File: config.mk
export PLATFORM = sky130hd
export DESIGN_NAME = spi_slave
export DESIGN_NICKNAME = d
export VERILOG_FILES = /design/src/rtl/spi_slave.sv
export SDC_FILE = /design/constraint.sdc
export NUM_CORES = 1
export LEC_CHECK = 0
export CAP_MARGIN = 20
export CORE_MARGIN = 4
export CORE_UTILIZATION = 55
export CTS_BUF_LIST = sky130_fd_sc_hd__clkbuf_4 sky130_fd_sc_hd__clkbuf_8
export CTS_CLUSTER_SIZE = 28
export DETAILED_ROUTE_END_ITERATION = 10
export PLACE_DENSITY_LB_ADDON = 0.05
export SYNTH_ARGS = -nofsm -noshare
export SYNTH_HDL_FRONTEND = slang
export SYNTH_SLANG_ARGS = --single-unit
File: constraint.sdc
create_clock -name sclk -period 2.3 [get_ports sclk]
set_clock_uncertainty 0.05 [all_clocks]
set_input_delay 0.345 -clock sclk [delete_from_list [all_inputs] [get_ports sclk]]
set_output_delay 0.345 -clock sclk [all_outputs]
set_load 0.005 [all_outputs]
File: src/rtl/spi_slave.sv
// SPI mode-0 responder, MSB first, oversampled in the sclk domain.
// Ports: sclk/rst system side; txdata/tx_req load path; rxdata/rx_valid
// receive path; frame_err/busy status; spi_clk/spi_cs/spi_di/spi_do/
// spi_do_oe pin side (spi_do_oe mirrors busy).
module spi_slave #(
    parameter int WIDTH       = 8,
    parameter int SYNC_STAGES = 2
) (
    input  logic             sclk,
    input  logic             rst,
    input  logic [WIDTH-1:0] txdata,
    output logic             tx_req,
    output logic [WIDTH-1:0] rxdata,
    output logic             rx_valid,
    output logic             frame_err,
    output logic             busy,
    input  logic             spi_clk,
    input  logic             spi_cs,
    input  logic             spi_di,
    output logic             spi_do,
    output logic             spi_do_oe
);

    localparam int CW = $clog2(WIDTH);
    localparam int FW = $clog2(SYNC_STAGES + 2);
    localparam logic [FW-1:0] FILL_DONE = FW'(SYNC_STAGES + 1);
    localparam logic [CW-1:0] LAST_BIT  = CW'(WIDTH - 1);

    typedef enum logic [0:0] {IDLE, SHIFT} state_t;

    logic [SYNC_STAGES-1:0] clk_sync;
    logic [SYNC_STAGES-1:0] cs_sync;
    logic [SYNC_STAGES-1:0] di_sync;
    logic                   clk_hist;
    logic                   cs_hist;

    logic clk_s, cs_s, di_s;
    logic clk_rise, clk_fall, cs_rise, cs_fall;

    state_t         state;
    logic [CW-1:0]  bitcnt;
    logic [WIDTH-2:0] rx_sr;
    logic [WIDTH-1:0] rx_next;
    logic [WIDTH-1:0] tx_sr;
    logic [FW-1:0]  fill;

    always_ff @(posedge sclk) begin
        if (rst) begin
            clk_sync <= '0;
            cs_sync  <= '1;
            di_sync  <= '0;
            clk_hist <= 1'b0;
            cs_hist  <= 1'b1;
        end else begin
            clk_sync <= {clk_sync[SYNC_STAGES-2:0], spi_clk};
            cs_sync  <= {cs_sync[SYNC_STAGES-2:0], spi_cs};
            di_sync  <= {di_sync[SYNC_STAGES-2:0], spi_di};
            clk_hist <= clk_sync[SYNC_STAGES-1];
            cs_hist  <= cs_sync[SYNC_STAGES-1];
        end
    end

    assign clk_s = clk_sync[SYNC_STAGES-1];
    assign cs_s  = cs_sync[SYNC_STAGES-1];
    assign di_s  = di_sync[SYNC_STAGES-1];

    assign clk_rise = clk_s & ~clk_hist;
    assign clk_fall = ~clk_s & clk_hist;
    assign cs_rise  = cs_s & ~cs_hist;
    // The reset-time idle levels are still draining out of the
    // synchroniser until fill saturates; a CS that was already low
    // would otherwise look like a fresh falling edge.
    assign cs_fall  = ~cs_s & cs_hist & (fill == FILL_DONE);

    assign rx_next   = {rx_sr, di_s};
    assign spi_do_oe = busy;

    always_ff @(posedge sclk) begin
        if (rst) begin
            state     <= IDLE;
            bitcnt    <= '0;
            rx_sr     <= '0;
            tx_sr     <= '0;
            fill      <= '0;
            rxdata    <= '0;
            rx_valid  <= 1'b0;
            tx_req    <= 1'b0;
            frame_err <= 1'b0;
            busy      <= 1'b0;
            spi_do    <= 1'b0;
        end else begin
            rx_valid  <= 1'b0;
            tx_req    <= 1'b0;
            frame_err <= 1'b0;
            if (fill != FILL_DONE) begin
                fill <= fill + FW'(1);
            end
            unique case (state)
                IDLE: begin
                    if (cs_fall) begin
                        state  <= SHIFT;
                        busy   <= 1'b1;
                        bitcnt <= '0;
                        tx_sr  <= txdata;
                        spi_do <= txdata[WIDTH-1];
                        tx_req <= 1'b1;
                    end
                end
                SHIFT: begin
                    if (cs_rise) begin
                        state <= IDLE;
                        busy  <= 1'b0;
                        if (bitcnt != '0) begin
                            frame_err <= 1'b1;
                        end
                    end else if (clk_rise) begin
                        rx_sr <= rx_next[WIDTH-2:0];
                        if (bitcnt == LAST_BIT) begin
                            bitcnt   <= '0;
                            rxdata   <= rx_next;
                            rx_valid <= 1'b1;
                            tx_sr    <= txdata;
                            tx_req   <= 1'b1;
                        end else begin
                            bitcnt <= bitcnt + CW'(1);
                        end
                    end else if (clk_fall) begin
                        // At a word boundary the new word is already
                        // in place; otherwise advance to the next bit.
                        if (bitcnt != '0) begin
                            tx_sr  <= {tx_sr[WIDTH-2:0], 1'b0};
                            spi_do <= tx_sr[WIDTH-2];
                        end else begin
                            spi_do <= tx_sr[WIDTH-1];
                        end
                    end
                end
                default: state <= IDLE;
            endcase
        end
    end

endmodule

Word-level counts from Yosys, hierarchy flattened
Cells that the tools add are included.
- div/mod/pow operators: 0
- bitwise gates (word level): 11
- shift operators: 0
- order comparisons: 0
- reductions and logical operators: 9
- eq/ne operators: 12
- multipliers: 0
- muxes and demuxes: 29
- $add $sub $neg: 2
- operators with widths (operator ; number):
    $mux 8 ; 6
    $pmux 8 s2 ; 1
    $ne 2x2->1 const B ; 7
    $mux 1 ; 13
    $mux 3 ; 4
    $pmux 1 s2 ; 4
    $reduce_and 4->1 ; 2
    $ne 3x2->1 const B ; 2
    $not 1->1 ; 6
    $pmux 3 s2 ; 1
    $reduce_and 3->1 ; 2
    $and 1x1->1 ; 5
    $reduce_and 5->1 ; 1
    $add 3x1->3 const B ; 1
    $eq 3x3->1 const B ; 1
    $ne 3x3->1 const B ; 1
    $reduce_bool 3->1 ; 1
    $reduce_or 3->1 ; 1
    $add 2x1->2 const B ; 1
    $eq 2x2->1 const B ; 1
    $reduce_and 2->1 ; 1
    $reduce_or 2->1 ; 1
- ROM bits: 0
- bits in latches: 0
- flip-flop bits (word level): 42
- output and inout bits: 14
- memory bits (writable): 0
- memories kept: 0

Depth between registers and ports, before layout
- depth in word-level cells: 6
- mapped depth: 7
- mapped depth without buffers: 6

Worst setup path before layout
No wires, ideal clock.
- kind: reg2reg
- start point: register bitcnt[0]
- end point: register tx_sr[0]
- data required time: 2.178 ns
- library setup time: 0.072 ns
- cell stages (with the launch flop): 8
- arrival: 1.464 ns
- path slack: 0.714 ns
- period minus slack after synthesis: 1.586 ns
- cells stage by stage: dfxtp_1 ha_1 ha_1 nand2b_1 a31o_4 buf_8 nand2_1 mux2i_1
- cells in the longest elaborated chain, start to end: 3
- elaborated cells between the ends (all ways): 5
- ends and longest elaborated chain (what ; RTL line ; text):
    from (decl) ; 41 ; logic [CW-1:0] bitcnt;
    from (signal assigned) ; 125 ; bitcnt <= bitcnt + CW'(1);
    $eq 3x3->1 or $reduce_bool 3->1 (tied branches) ; 118, 130 ;
    $ne 3x2->1 (no source line) ; n/a ;
    $reduce_and 5->1 (no source line) * ; n/a ;
    to (signal assigned) ; 104 ; tx_sr <= txdata;
    to (signal assigned) ; 122 ; tx_sr <= txdata;
    to (signal assigned) ; 131 ; tx_sr <= {tx_sr[WIDTH-2:0], 1'b0};
    to (decl) ; 44 ; logic [WIDTH-1:0] tx_sr;
Mark *: on every way between the ends. The rest lies on a longest branch, timed or not.
A chain may end at the register's enable or synchronous reset.

Final worst setup path
- start point: register bitcnt[0]
- end point: register tx_sr[4]
The elaborated chain is that of the path after synthesis.

==> impl_results.md <==
- WL per Instance: approximately 13 um
- Post-Synthesis Cells: 190
- Yosys warning count: 0
- Crit Path Category: flop to flop
- Drc violations: 0
- Hold_buf cts: 0
- Worst reg-to-reg path cell count: 6
- Top Usage Layer GRT: met2
- Synth Register Bits: 42
- Vias per cell: approximately 5.3
- TritonCTS clock tree: yes
- Placed cells: around 250
- Dpl cell area: around 0.0020 mm^2
- Post-synthesis sequential area ratio: a little under half
- Initial antenna violation count: 0
- Fillers: 283
- Via Count: around 1,300
- First-pass GRT wire length: 5.796 mm
- Post-synth top area cell: dfxtp_1
- Post-synth top cells: dfxtp_1 (42), nand2_1 (37), a21oi_1 (26)
- Unrepaired setup endpoints after global routing: no
- Total CTS buffers: 5
- Pwr dens: about 600 mW/mm^2
- Slew headroom: around 58%
- WP data required: between 2 and 3 ns
- Peak Freq: approximately 520 MHz
- Post-Synthesis Net Count: 210
- CTS HTree Levels: 2
- Final min period: just under 2 ns
- Syn_area_per_cell: around 9.3 um^2
- CTS resizes: 0
- Non-filler cells, final: 255
- Layout cell share with drive strength beyond 1: 8.057%
- DPL Wire Length: ~2.4 mm
- Total negative slack: 0 ns
- GRT overflow: 0
- Synth unique cells: 33
- Final nets: between 200 and 250
- Clock Sinks: 42
- Tcrit/Tclk final: 84.11%
- Final number of hold-violating endpoints: 0
- Final setup vio count: 0
- Worst hold path depth: 1
- Tot GR Track Use: 18.11%
- Area contributors post-synth: dfxtp_1 (48%), nand2_1 (7.9%), a21oi_1 (7.4%)
- N_diodes: 0
- Count leader, synth: dfxtp_1
- Worst VDD drop: roughly 0.37 mV
- Synth async-reset ratio: 0%
- Ys flop type: dfxtp_1
- Worst path arrival time: between 2 and 2.5 ns
- TritonRoute pass-1 iters: 4
- Design area: slightly above 0.002 mm^2
- Die W: 64.62 um
- MaxCap Viol Count: 0
- CP endpoint kind: flop
- # port buffers: 26
- Setup Buffers After CTS: 0
- Largest net degree at the start of global routing: 30
- Die footprint: approximately 0.0042 mm^2
- Synthesis-to-finish area growth: 17.18%
- Deepest clock path buffer count: 2
- Antenna-violating nets left: 0
- Detailed Route Iter0 Violations: slightly below 60
- Hold Path Class: flop to flop
- Worst-margin pin slew: between 0.6 and 0.7 ns
- EDFF count, synth: 0
- Outcome: complete, no violations
- Post-Syn Area: approximately 0.0018 mm^2
- WL final: roughly 3.3 mm
- Grt met3 use: 4.679%
- Number of global-route vias before repair: approximately 1,300
- Vert. Die Dim: around 65 um
- Pleak: about 0.76 nW
- GR Layer Usage met2: 31.31%
- Core footprint: 0.003053 mm^2
- Final slew viol count: 0
- GR Layer Usage met1: 19.83%
- Rows: 20
- Root buffer cell: clkbuf_4
- Final core utilization: just under 70%
- Crit Path Max Fanout: 15
- GP Congestion: ~0.77
- Crit start category: flop
- Area share of the largest cell type after synthesis: 47.69%
- Clock slew at reported path FFs: about 0.11 ns
- Initial core utilization: between 50 and 60%
- Worst hold slack: 0.3723 ns
- Boundary Pins: 27
- Worst-Skew Late Latency: 0.34 ns
-- registers in the layout (all words and copies together) (netlist names), 2 cells and up --
signal    count
rxdata        8
tx_sr         8
rx_sr         7
bitcnt        3
clk_sync      2
cs_sync       2
di_sync       2
fill          2
-- report_power, final --
| part | switching [mW] | total (mW) | internal [mW] | leakage (nW) |
|---|---|---|---|---|
| logic | 0.0455 | 0.103 | 0.0580 | 0.390 |
| registers | 0.0128 | 0.760 | 0.747 | 0.340 |
| clock network | 0.215 | 0.353 | 0.138 | 0.0302 |
-- worst paths after layout --
check / start / end / slack (ns)
worst max-delay path: bitcnt[0] / tx_sr[4] / 0.37
worst min register to register: cs_sync[0] / cs_sync[1] / 0.37
worst min-delay path: cs_sync[0] / cs_sync[1] / 0.37
worst max register to register: bitcnt[0] / tx_sr[4] / 0.37
-- logic make-up (layout without fill, tap and decap cells) --
logic type,after synthesis,after routing,synth area share [%]
compound gates,41,41,15.47
xor+xnor,1,1,0.4969
fa+ha+maj,7,7,4.968
buf+inv,21,42,6.174
flops,42,42,47.69
mux,11,11,6.246
simple gates,67,67,18.95
-- metal layers --
metal | wire, um | share of wire [%]
met5 | 0 | 0
met2 | 1629 | 50
met3 | 166 | 5.1
met4 | 55 | 1.7
met1 | 1429 | 44
-- final cells by class --
class                           instances  area, um^2  area share [%]
Multi-Input combinational cell        127       813.3           39.37
Tap cell                               44       55.05           2.665
Sequential cell                        42       840.8           40.70
Clock buffer                            6       51.30           2.483
Inverter                                8       30.03           1.454
Timing Repair Buffer                   28       275.3           13.33
-- layout by cell type (no fill, tap or decap) --
cell type / Yosys / layout
a211o_1: 1 / 1
a21o_1: 1 / 1
a21oi_1: 26 / 26
a21oi_2: 2 / 2
a2bb2oi_2: 1 / 1
a311oi_1: 7 / 7
a31o_4: 1 / 1
a31oi_1: 1 / 1
a41oi_1: 1 / 1
and2b_1: 1 / 1
and3_1: 1 / 1
and4_1: 1 / 1
and4bb_4: 1 / 1
buf_4: 2 / 2
clkbuf_4: 0 / 5
clkbuf_8: 0 / 1
clkdlybuf4s50_1: 0 / 26
dfxtp_1: 42 / 42
ha_1: 7 / 7
inv_1: 8 / 8
mux2i_1: 11 / 11
nand2_1: 37 / 37
nand2b_1: 4 / 4
nand3_1: 3 / 3
nand3b_1: 2 / 2
nand4_1: 2 / 2
nor2_1: 6 / 6
nor2b_1: 4 / 4
nor2b_4: 1 / 1
nor4b_1: 1 / 1
or2_2: 3 / 3
xor2_1: 1 / 1
-- per-stage QoR --
step,power [mW],worst slack [ns]
floorplan,0.8399,0.7140
global placement,0.8736,0.5217
detailed placement,0.8811,0.3741
CTS,1.235,0.3472
global route,1.277,0.1496
finish,1.216,0.3654
-- worst max-delay path, cell delays in order (launching register included) --
cell and delay, ns:
dfxtp_1 0.39, inv_1 0.06, ha_1 0.19, and2b_1 0.20, a2bb2oi_2 0.52, a21oi_1 0.15
a311oi_1 0.28
Power figures use the tool's default switching activity.
